## src/rtl/vga_timing_gen.sv

```systemverilog
// VGA raster timing: pixel-rate enable at sysclk/2, h/v counters, and
// registered sync/colour outputs that trail display_addr by one pixel period.
module vga_timing_gen #(
  parameter int H_SYNC   = 96,
  parameter int H_BP     = 48,
  parameter int H_ACTIVE = 640,
  parameter int H_TOTAL  = 800,
  parameter int V_SYNC   = 2,
  parameter int V_BP     = 33,
  parameter int V_ACTIVE = 480,
  parameter int V_TOTAL  = 525
) (
  input  logic        sysclk,
  input  logic        rst_n,
  input  logic [2:0]  display_data,
  output logic [19:0] display_addr,
  output logic        vga_hsync,
  output logic        vga_vsync,
  output logic [2:0]  vga_rgb,
  output logic        frame_start
);

  localparam logic [9:0]  H_LAST   = 10'(H_TOTAL - 1);
  localparam logic [9:0]  V_LAST   = 10'(V_TOTAL - 1);
  localparam logic [10:0] H_SYNC_E = 11'(H_SYNC);
  localparam logic [10:0] V_SYNC_E = 11'(V_SYNC);
  localparam logic [10:0] H_ACT_LO = 11'(H_SYNC + H_BP);
  localparam logic [10:0] H_ACT_HI = 11'(H_SYNC + H_BP + H_ACTIVE);
  localparam logic [10:0] V_ACT_LO = 11'(V_SYNC + V_BP);
  localparam logic [10:0] V_ACT_HI = 11'(V_SYNC + V_BP + V_ACTIVE);

  logic       pix_en_q, pix_en_d;
  logic [9:0] h_count_q, h_count_d;
  logic [9:0] v_count_q, v_count_d;
  logic       hsync_q, hsync_d;
  logic       vsync_q, vsync_d;
  logic [2:0] rgb_q, rgb_d;
  logic       frame_start_q, frame_start_d;

  logic [10:0] h_ext, v_ext;
  logic        active;

  assign h_ext  = {1'b0, h_count_q};
  assign v_ext  = {1'b0, v_count_q};
  assign active = (h_ext >= H_ACT_LO) && (h_ext < H_ACT_HI) &&
                  (v_ext >= V_ACT_LO) && (v_ext < V_ACT_HI);

  always_comb begin
    pix_en_d      = ~pix_en_q;
    h_count_d     = h_count_q;
    v_count_d     = v_count_q;
    hsync_d       = hsync_q;
    vsync_d       = vsync_q;
    rgb_d         = rgb_q;
    frame_start_d = 1'b0;
    if (pix_en_q) begin
      // Outputs describe the pixel the counters point at before this step.
      hsync_d       = !(h_ext < H_SYNC_E);
      vsync_d       = !(v_ext < V_SYNC_E);
      rgb_d         = active ? display_data : 3'b000;
      frame_start_d = (h_count_q == 10'd0) && (v_count_q == 10'd0);
      if (h_count_q == H_LAST) begin
        h_count_d = 10'd0;
        v_count_d = (v_count_q == V_LAST) ? 10'd0 : v_count_q + 10'd1;
      end else begin
        h_count_d = h_count_q + 10'd1;
      end
    end
  end

  always_ff @(posedge sysclk or negedge rst_n) begin
    if (!rst_n) begin
      pix_en_q      <= 1'b0;
      h_count_q     <= 10'd0;
      v_count_q     <= 10'd0;
      hsync_q       <= 1'b1;
      vsync_q       <= 1'b1;
      rgb_q         <= 3'b000;
      frame_start_q <= 1'b0;
    end else begin
      pix_en_q      <= pix_en_d;
      h_count_q     <= h_count_d;
      v_count_q     <= v_count_d;
      hsync_q       <= hsync_d;
      vsync_q       <= vsync_d;
      rgb_q         <= rgb_d;
      frame_start_q <= frame_start_d;
    end
  end

  assign display_addr = {h_count_q, v_count_q};
  assign vga_hsync    = hsync_q;
  assign vga_vsync    = vsync_q;
  assign vga_rgb      = rgb_q;
  assign frame_start  = frame_start_q;

endmodule

```

## config.mk

```make
export PLATFORM = sky130hd
export DESIGN_NAME = vga_timing_gen
export DESIGN_NICKNAME = d
export VERILOG_FILES = /design/src/rtl/vga_timing_gen.sv
export SDC_FILE = /design/constraint.sdc
export NUM_CORES = 1
export LEC_CHECK = 0
export BUFFER_PORTS_ARGS = -buffer_cell sky130_fd_sc_hd__buf_2
export CORE_MARGIN = 1.5
export CORE_UTILIZATION = 27
export DETAILED_ROUTE_END_ITERATION = 10
export HOLD_SLACK_MARGIN = 0.06
export PLACE_DENSITY = 0.45
export RECOVER_POWER = 50
export SLEW_MARGIN = 5
export SYNTH_ARGS = -nofsm -noshare
export SYNTH_HDL_FRONTEND = slang
export SYNTH_SLANG_ARGS = --single-unit
```

## constraint.sdc

```tcl
create_clock -name sysclk -period 2.9 [get_ports sysclk]
set_input_delay 0.145 -clock sysclk [delete_from_list [all_inputs] [get_ports sysclk]]
set_output_delay 0.145 -clock sysclk [all_outputs]
set_load 0.01 [all_outputs]
```

## Word-level counts from Yosys, hierarchy flattened

Index checks and enable logic that the tools add are counted.

| operators by class | value |
|---|---|
| add/subtract/negate cells | 2 |
| magnitude comparators | 6 |
| equality and inequality tests | 2 |
| multiplexer cells | 4 |
| bitwise logic cells | 1 |
| reduce and logical (&&, ||, !) cells | 9 |

Operators by type and width:

| kind | count |
|---|---|
| 10-bit by 1-bit adder with 10-bit output (second input constant) | 2 |
| 10-bit == test (second input constant) | 2 |
| 10-bit logical NOT | 2 |
| 10-bit < comparator (second input constant) | 2 |
| 10-bit two-way mux | 2 |
| 10-bit by 6-bit >= comparator with 1-bit output (second input constant) | 1 |
| 10-bit by 8-bit >= comparator with 1-bit output (second input constant) | 1 |
| 10-bit by 2-bit < comparator with 1-bit output (second input constant) | 1 |
| 10-bit by 7-bit < comparator with 1-bit output (second input constant) | 1 |
| 1-bit logical AND | 4 |
| 3-bit two-way mux | 1 |
| 1-bit logical NOT | 2 |
| 2-bit AND reduction | 1 |
| 1-bit two-way mux | 1 |
| 1-bit NOT | 1 |

| word-level totals | value |
|---|---|
| flip-flop bits (word level) | 27 |
| input port bits | 5 |
| word-level logic and storage cells | 31 |

## Depth between registers and ports, before layout

Gate-level depths: netlist of the first run.

| depth | value |
|---|---|
| depth in word-level cells | 5 |
| gate-level depth with buffers | 7 |
| gate-level depth less buffers | 6 |

## Worst setup path after synthesis of the first run

Ideal clock, no wire load.

| timing path | value |
|---|---|
| path kind | register to register |
| start point | reg h_count_q[0] |
| end point | reg v_count_q[4] |
| setup time | 125 ps |
| data arrival time | 1573 ps |
| required time | 2775 ps |
| path slack | 1202 ps |
| cell stages (with the launch flop) | 7 |
| buffers on the path | 1 |
| cell sequence | dfrtp_1 -> ha_1 -> and4_1 -> buf_2 -> nand4_1 -> nor2_1 -> mux2_2 |

| between the ends | value |
|---|---|
| cells in the longest elaborated chain, start to end | 2 |

Ends and longest elaborated chain:

| element | RTL line | source |
|---|---|---|
| from (decl) | 33 | `logic [9:0] h_count_q, h_count_d;` |
| from (signal assigned) | 82 | `h_count_q <= h_count_d;` |
| 10-bit == test | 62 | `if (h_count_q == H_LAST) begin` |
| 2-bit AND reduction (no source line) | -- |  |
| to (signal assigned) | 83 | `v_count_q <= v_count_d;` |
| to (decl) | 34 | `logic [9:0] v_count_q, v_count_d;` |

Every way passes these cells.
A chain may end at the register's enable or synchronous reset.

==> out/results.ini, run 1 <==
[sta]
timing.setup.tns_ps=0
tightest_slew_ps=1470
finalSetupViolCount=0
fmax_mhz=537
slew_viol_final=0
min_period_ps=1860
timing.final.crit_share=0.642
skew_ps=6.76
timing.hold.ws_ps=79.8
rsz0062_at_grt=no
hold_viol_final=0
maxSlewHeadroom=0.0223

[setup_path]
r2r_slack_ps=1040
reg2reg_to=h_count_q[9]
path_common_cell=and4_1
cp-end-kind=flop
arrival_ps=2040
cpPeakStageDelay_ps=580
cpMaxStageDelayCell=dfrtp_1
worstPathRequired_ps=3080
critical_path_class=reg2reg
crit_chain=and4_1 -> and4_1 -> o21ai_0 -> a22o_1
r2r_start=pix_en_q
crit_path_max_fanout=12
path_buf_inv=0
critPathTopFamily=simple AND/OR/NAND/NOR gates
reg2reg_depth=4
worstSetupStartpointType=flop

[route]
ant_nets=0
drtPass1Iterations=4
wl_met3_um=126
drc_errors=0
wl_met2_um=1410
viasPerCell=4.75
top_layer=met4
wl_per_cell_um=13.5
wl_met1_um=1550
dr.first_iter.drc_count=88
routed-via-count=1103
wl_um=3140

[power]
power_uw=607
peakVddDrop_v=0.000131
p_leak_uw=0.000764
pwr_density_cell_mw_per_mm2=376

[clock_network]
tritoncts=built
numCtsBuffers=3
cts_resized=0
root_buffer=clkbuf_8
htree_levels=1
cts_buffer_depth=2
clock_latency_ps=280
cts.clk_slew.worst_paths_ps=100
clock-sinks=27

[floorplan]
die_h_um=74.1
dieWidth_um=74.1
fp.coreArea_sq_mm=0.00479
core.rowCount=25
dieArea_sq_mm=0.00550
initial_core_util=0.285
ioPinCount=31

[synthesis]
syn_inst=135
synth-edff-count=0
ys.flop_type=dfrtp_1
yosys_warnings=0
ys_ff_latch=27
postSynthAreaPerCell_sq_um=10.1
synth-seq-area-share=0.496
yosys-top-cells-area=dfrtp_1, xnor2_1, dfstp_2
yosysUniqueCellTypes=37
synthesis.nets=144
synthTopCellsByCount=dfrtp_1, nor2_1, nand2_1, inv_1, xnor2_1
netlist_area_sq_mm=0.00137
post-synth-top-count-cell=dfrtp_1
synth_largest_area_cell=dfrtp_1
synthArstFlopShare=1.00
synth_top_area_share=0.458

[global_routing]
grt_pass1_wl_um=5430
track_usage=0.129
grt_max_degree=28
first_global_vias=1073
overflow=0
antenna_found_initial=0

[cells_and_area]
multi_input_area_sq_um=637
finalNetCount=175
drive_above_1_share=0.158
stdcell_area_sq_mm=0.00162
area_delta_synth_final_pct=18.2
seq_area_sq_um=678
n_fill_cell=506
n_antenna_cell=0

[place]
dpl_cell_area_sq_mm=0.00158
dpl.hpwl_um=2280
numPortBuffers=30
gp_congestion=0.790

[hold_path]
min_from=display_data[0]
hold_path.class=in2reg
holdPathEnd=vga_rgb[0]
whs_path_depth=2

[run]
maxCapViolations=0

[outcome]
status=finished, final reports clean

==> how the worst max path moves through the flow <==
stage / from / endpoint / cells after the start
3_5_place_dp: pix_en_q / h_count_q[9] / 4
5_1_grt: pix_en_q / v_count_q[4] / 4
2_1_floorplan: h_count_q[0] / v_count_q[4] / 6
4_1_cts: pix_en_q / h_count_q[9] / 4
3_3_place_gp: h_count_q[0] / h_count_q[9] / 5
6_report: pix_en_q / h_count_q[9] / 4
==> power by group <==
part           total (uW)  leakage [uW]  internal (uW)  switching (uW)
registers             376      0.000356            376               0
clock network         220     0.0000228           98.7             122
logic                10.4      0.000385           2.54            7.85
==> kinds of logic (layout without fill, tap and decap cells) <==
family          Yosys count  in the layout  share of synthesized area
simple gates             58             58                      0.236
buf+inv                  12             42                     0.0375
fa+ha+maj                 4              4                     0.0366
xor+xnor                 11             11                     0.0705
compound gates           22             22                      0.114
flops                    27             27                      0.496
mux                       1              1                    0.00824
==> cell usage in the layout, fill, tap and decap left out <==
cell type	instances
nand2b_1	1
dfstp_2	2
nand2_1	11
a32o_1	1
buf_2	18
nor3b_2	1
nor4b_1	1
o211a_1	1
a211o_1	1
nor3_1	5
nand3_1	5
a21boi_0	1
or2_2	1
xnor2_1	7
o21ai_0	5
dfrtp_1	25
a21oi_1	4
nor2b_1	1
o2111a_1	1
clkbuf_8	3
mux2_2	1
and3_1	2
nor4bb_1	2
dlygate4sd3_1	1
and3b_1	1
xor2_1	4
inv_1	7
o22ai_1	1
o31ai_1	1
nand4_1	5
clkbuf_1	13
or3_1	3
a22o_1	4
ha_1	4
o211ai_1	2
nor2_1	12
nor4_1	3
and4b_1	1
and4_1	3
==> repair_timing <==
action / in CTS / in global routing
hold buffers: 1 / 0
endpoints found under the setup margin: 0 / 0
endpoints found under the hold margin: 25 / 0
buffers inserted: 0 / 0
==> registers in the layout, summed over array words and instances, names as in the netlist <==
| name | count |
|---|---|
| pix_en_q | 1 |
| vga_hsync | 1 |
| v_count_q | 10 |
| vga_rgb | 3 |
| frame_start | 1 |
| vga_vsync | 1 |
| h_count_q | 10 |
==> stage by stage <==
stage	utilization	instances	setup slack [ps]
2_1_floorplan	-	135	1200
3_3_place_gp	0.329	227	1070
3_5_place_dp	0.329	227	1030
4_1_cts	0.341	232	1010
5_1_grt	0.338	232	854
6_report	0.338	232	1040
==> area by class of cell <==
class                   instances  area share
well taps                      67      0.0519
repair buffers                 31      0.0899
multi-input cells              96       0.394
clock buffers                   4      0.0279
inverters                       7      0.0163
flip-flops and latches         27       0.420
==> layer usage <==
| layer | vias to the layer above | GRT usage |
|---|---|---|
| met1 | 524 | 0.191 |
| met2 | 28 | 0.189 |
| met4 | 0 | 0.0432 |
| met3 | 5 | 0.0230 |
| li1 | 546 | - |
| met5 | - | 0 |
No activity file was read; power rests on OpenSTA's default activity.
==> inputs of run 2 (changes only) <==
--- a/config.mk
+++ b/config.mk
@@ -10,7 +10,7 @@
 export CORE_UTILIZATION = 27
 export DETAILED_ROUTE_END_ITERATION = 10
 export HOLD_SLACK_MARGIN = 0.06
-export PLACE_DENSITY = 0.45
+export PLACE_DENSITY = 0.46
 export RECOVER_POWER = 50
 export SLEW_MARGIN = 5
 export SYNTH_ARGS = -nofsm -noshare
==> constraint.sdc (replaced) <==
create_clock -name sysclk -period 1.7 [get_ports sysclk]
set_input_delay 0.085 -clock sysclk [delete_from_list [all_inputs] [get_ports sysclk]]
set_output_delay 0.085 -clock sysclk [all_outputs]
set_load 0.01 [all_outputs]
==> out/results.ini, run 2 (synthesis gave the netlist of run 1 again) <==
[sta]
slew_viol_final=0
skew_ps=2.26
timing.hold.ws_ps=379
timing.setup.tns_ps=0
min_period_ps=1670
finalSetupViolCount=0
fmax_mhz=598
hold_viol_final=0
rsz0062_at_grt=yes
maxSlewHeadroom=0.533
tightest_slew_ps=700
timing.final.crit_share=0.984

[floorplan]
dieWidth_um=74.1
core.rowCount=25
die_h_um=74.1
initial_core_util=0.285
ioPinCount=31
fp.coreArea_sq_mm=0.00479
dieArea_sq_mm=0.00550

[clock_network]
clock-sinks=27
clock_latency_ps=270
htree_levels=1
cts.clk_slew.worst_paths_ps=100
tritoncts=built
numCtsBuffers=3
root_buffer=clkbuf_8
cts_buffer_depth=2

[route]
drtPass1Iterations=6
wl_per_cell_um=13.5
viasPerCell=4.64
ant_nets=0
routed-via-count=1225
wl_um=3570
drc_errors=0
dr.first_iter.drc_count=33

[cells_and_area]
final_util=0.399
multi_input_area_sq_um=677
layout_common_cells=buf_4, dfrtp_1, buf_2
fin_cells=264
drive_above_1_share=0.340
seq_area_sq_um=678
area_delta_synth_final_pct=39.7
n_fill_cell=485
n_antenna_cell=0
final_common_cell=buf_4
finalNetCount=207

[setup_path]
cpMaxStageDelayCell=dfrtp_1
cpPeakStageDelay_ps=430
critical_path_class=reg2reg
crit_chain=ha_2 -> nor4_4 -> buf_4 -> o22ai_1 -> o2111a_1 -> a22o_1
worstPathRequired_ps=1870
crit_path_max_fanout=4
cp-end-kind=flop
path_buf_inv=1
arrival_ps=1840
critPathTopFamily=compound AO/OA/AOI/OAI gates
worstSetupStartpointType=flop

[global_routing]
first_global_vias=1268
grt_max_degree=28
grt_pass1_wl_um=6070
antenna_found_initial=0
overflow=0
track_usage=0.143

[place]
numPortBuffers=30
gp_congestion=0.783
dpl.hpwl_um=2690
placed_cells=255

[outcome]
status=finished, final reports clean

[hold_path]
hold_path.class=in2async

[power]
p_leak_uw=0.000954
peakVddDrop_v=0.000431
pwr_density_cell_mw_per_mm2=545

[run]
maxCapViolations=0

run 2: cell types whose count changed in the layout (fill, tap and decap cells not counted), sizes merged:
cell	delta
buf	+33
dlygate4sd3	+3
clkbuf	-4
run 2: per-stage QoR:
stage | instance area (sq um) | setup WS, ps | total power (uW)
5_1_grt | 1910 | -61.2 | 1080
2_1_floorplan | 1370 | 2.49 | 655
3_3_place_gp | 1790 | -8.39 | 672
6_report | 1910 | 27.0 | 1040
3_5_place_dp | 1790 | -14.8 | 672
4_1_cts | 1880 | 4.38 | 1050
run 2: layout make-up:
type / instances / share of cell area
sequential: 27 / 0.355
multi-input combinational: 96 / 0.355
timing repair buffer: 63 / 0.209
tap: 67 / 0.0439
clock buffer: 4 / 0.0236
inverter: 7 / 0.0138
run 2: path summary, 6_finish.rpt:
check                      cells after the start            to  slack, ps         start
min reg2reg                                    2     vga_vsync        500     vga_vsync
max in group asynchronous                      2  v_count_q[4]        870         rst_n
min                                            2  h_count_q[1]        380         rst_n
max                                            6    vga_rgb[1]         30  v_count_q[0]
min in group sysclk                            2     vga_vsync        500     vga_vsync
max reg2reg                                    6    vga_rgb[1]         30  v_count_q[0]
run 2: worst reg2reg max path: stages, from the launching register on:
cell      delay (ps)
dfrtp_1          430
ha_2             210
nor4_4           220
buf_4            160
o22ai_1           80
o2111a_1         280
a22o_1           190
run 2: power breakdown:
part / internal (uW) / switching [uW]
Combinational: 9.08 / 14.4
Sequential: 642 / 0
Clock: 168 / 207
run 2: routing by layer:
layer / track usage / wire (um)
met1: 0.192 / 1720
met2: 0.239 / 1720
met3: 0.0230 / 106
met4: 0.0370 / 22
met5: 0 / 0
run 2: what timing repair did:
action | in CTS | in global routing
hold buffers | 4 | 0
buffers inserted | 0 | 1
pin swaps | 0 | 6
setup endpoints to repair | 3 | 11
resized for setup | 1 | 9
hold endpoints to repair | 28 | 0
cloned | 0 | 0
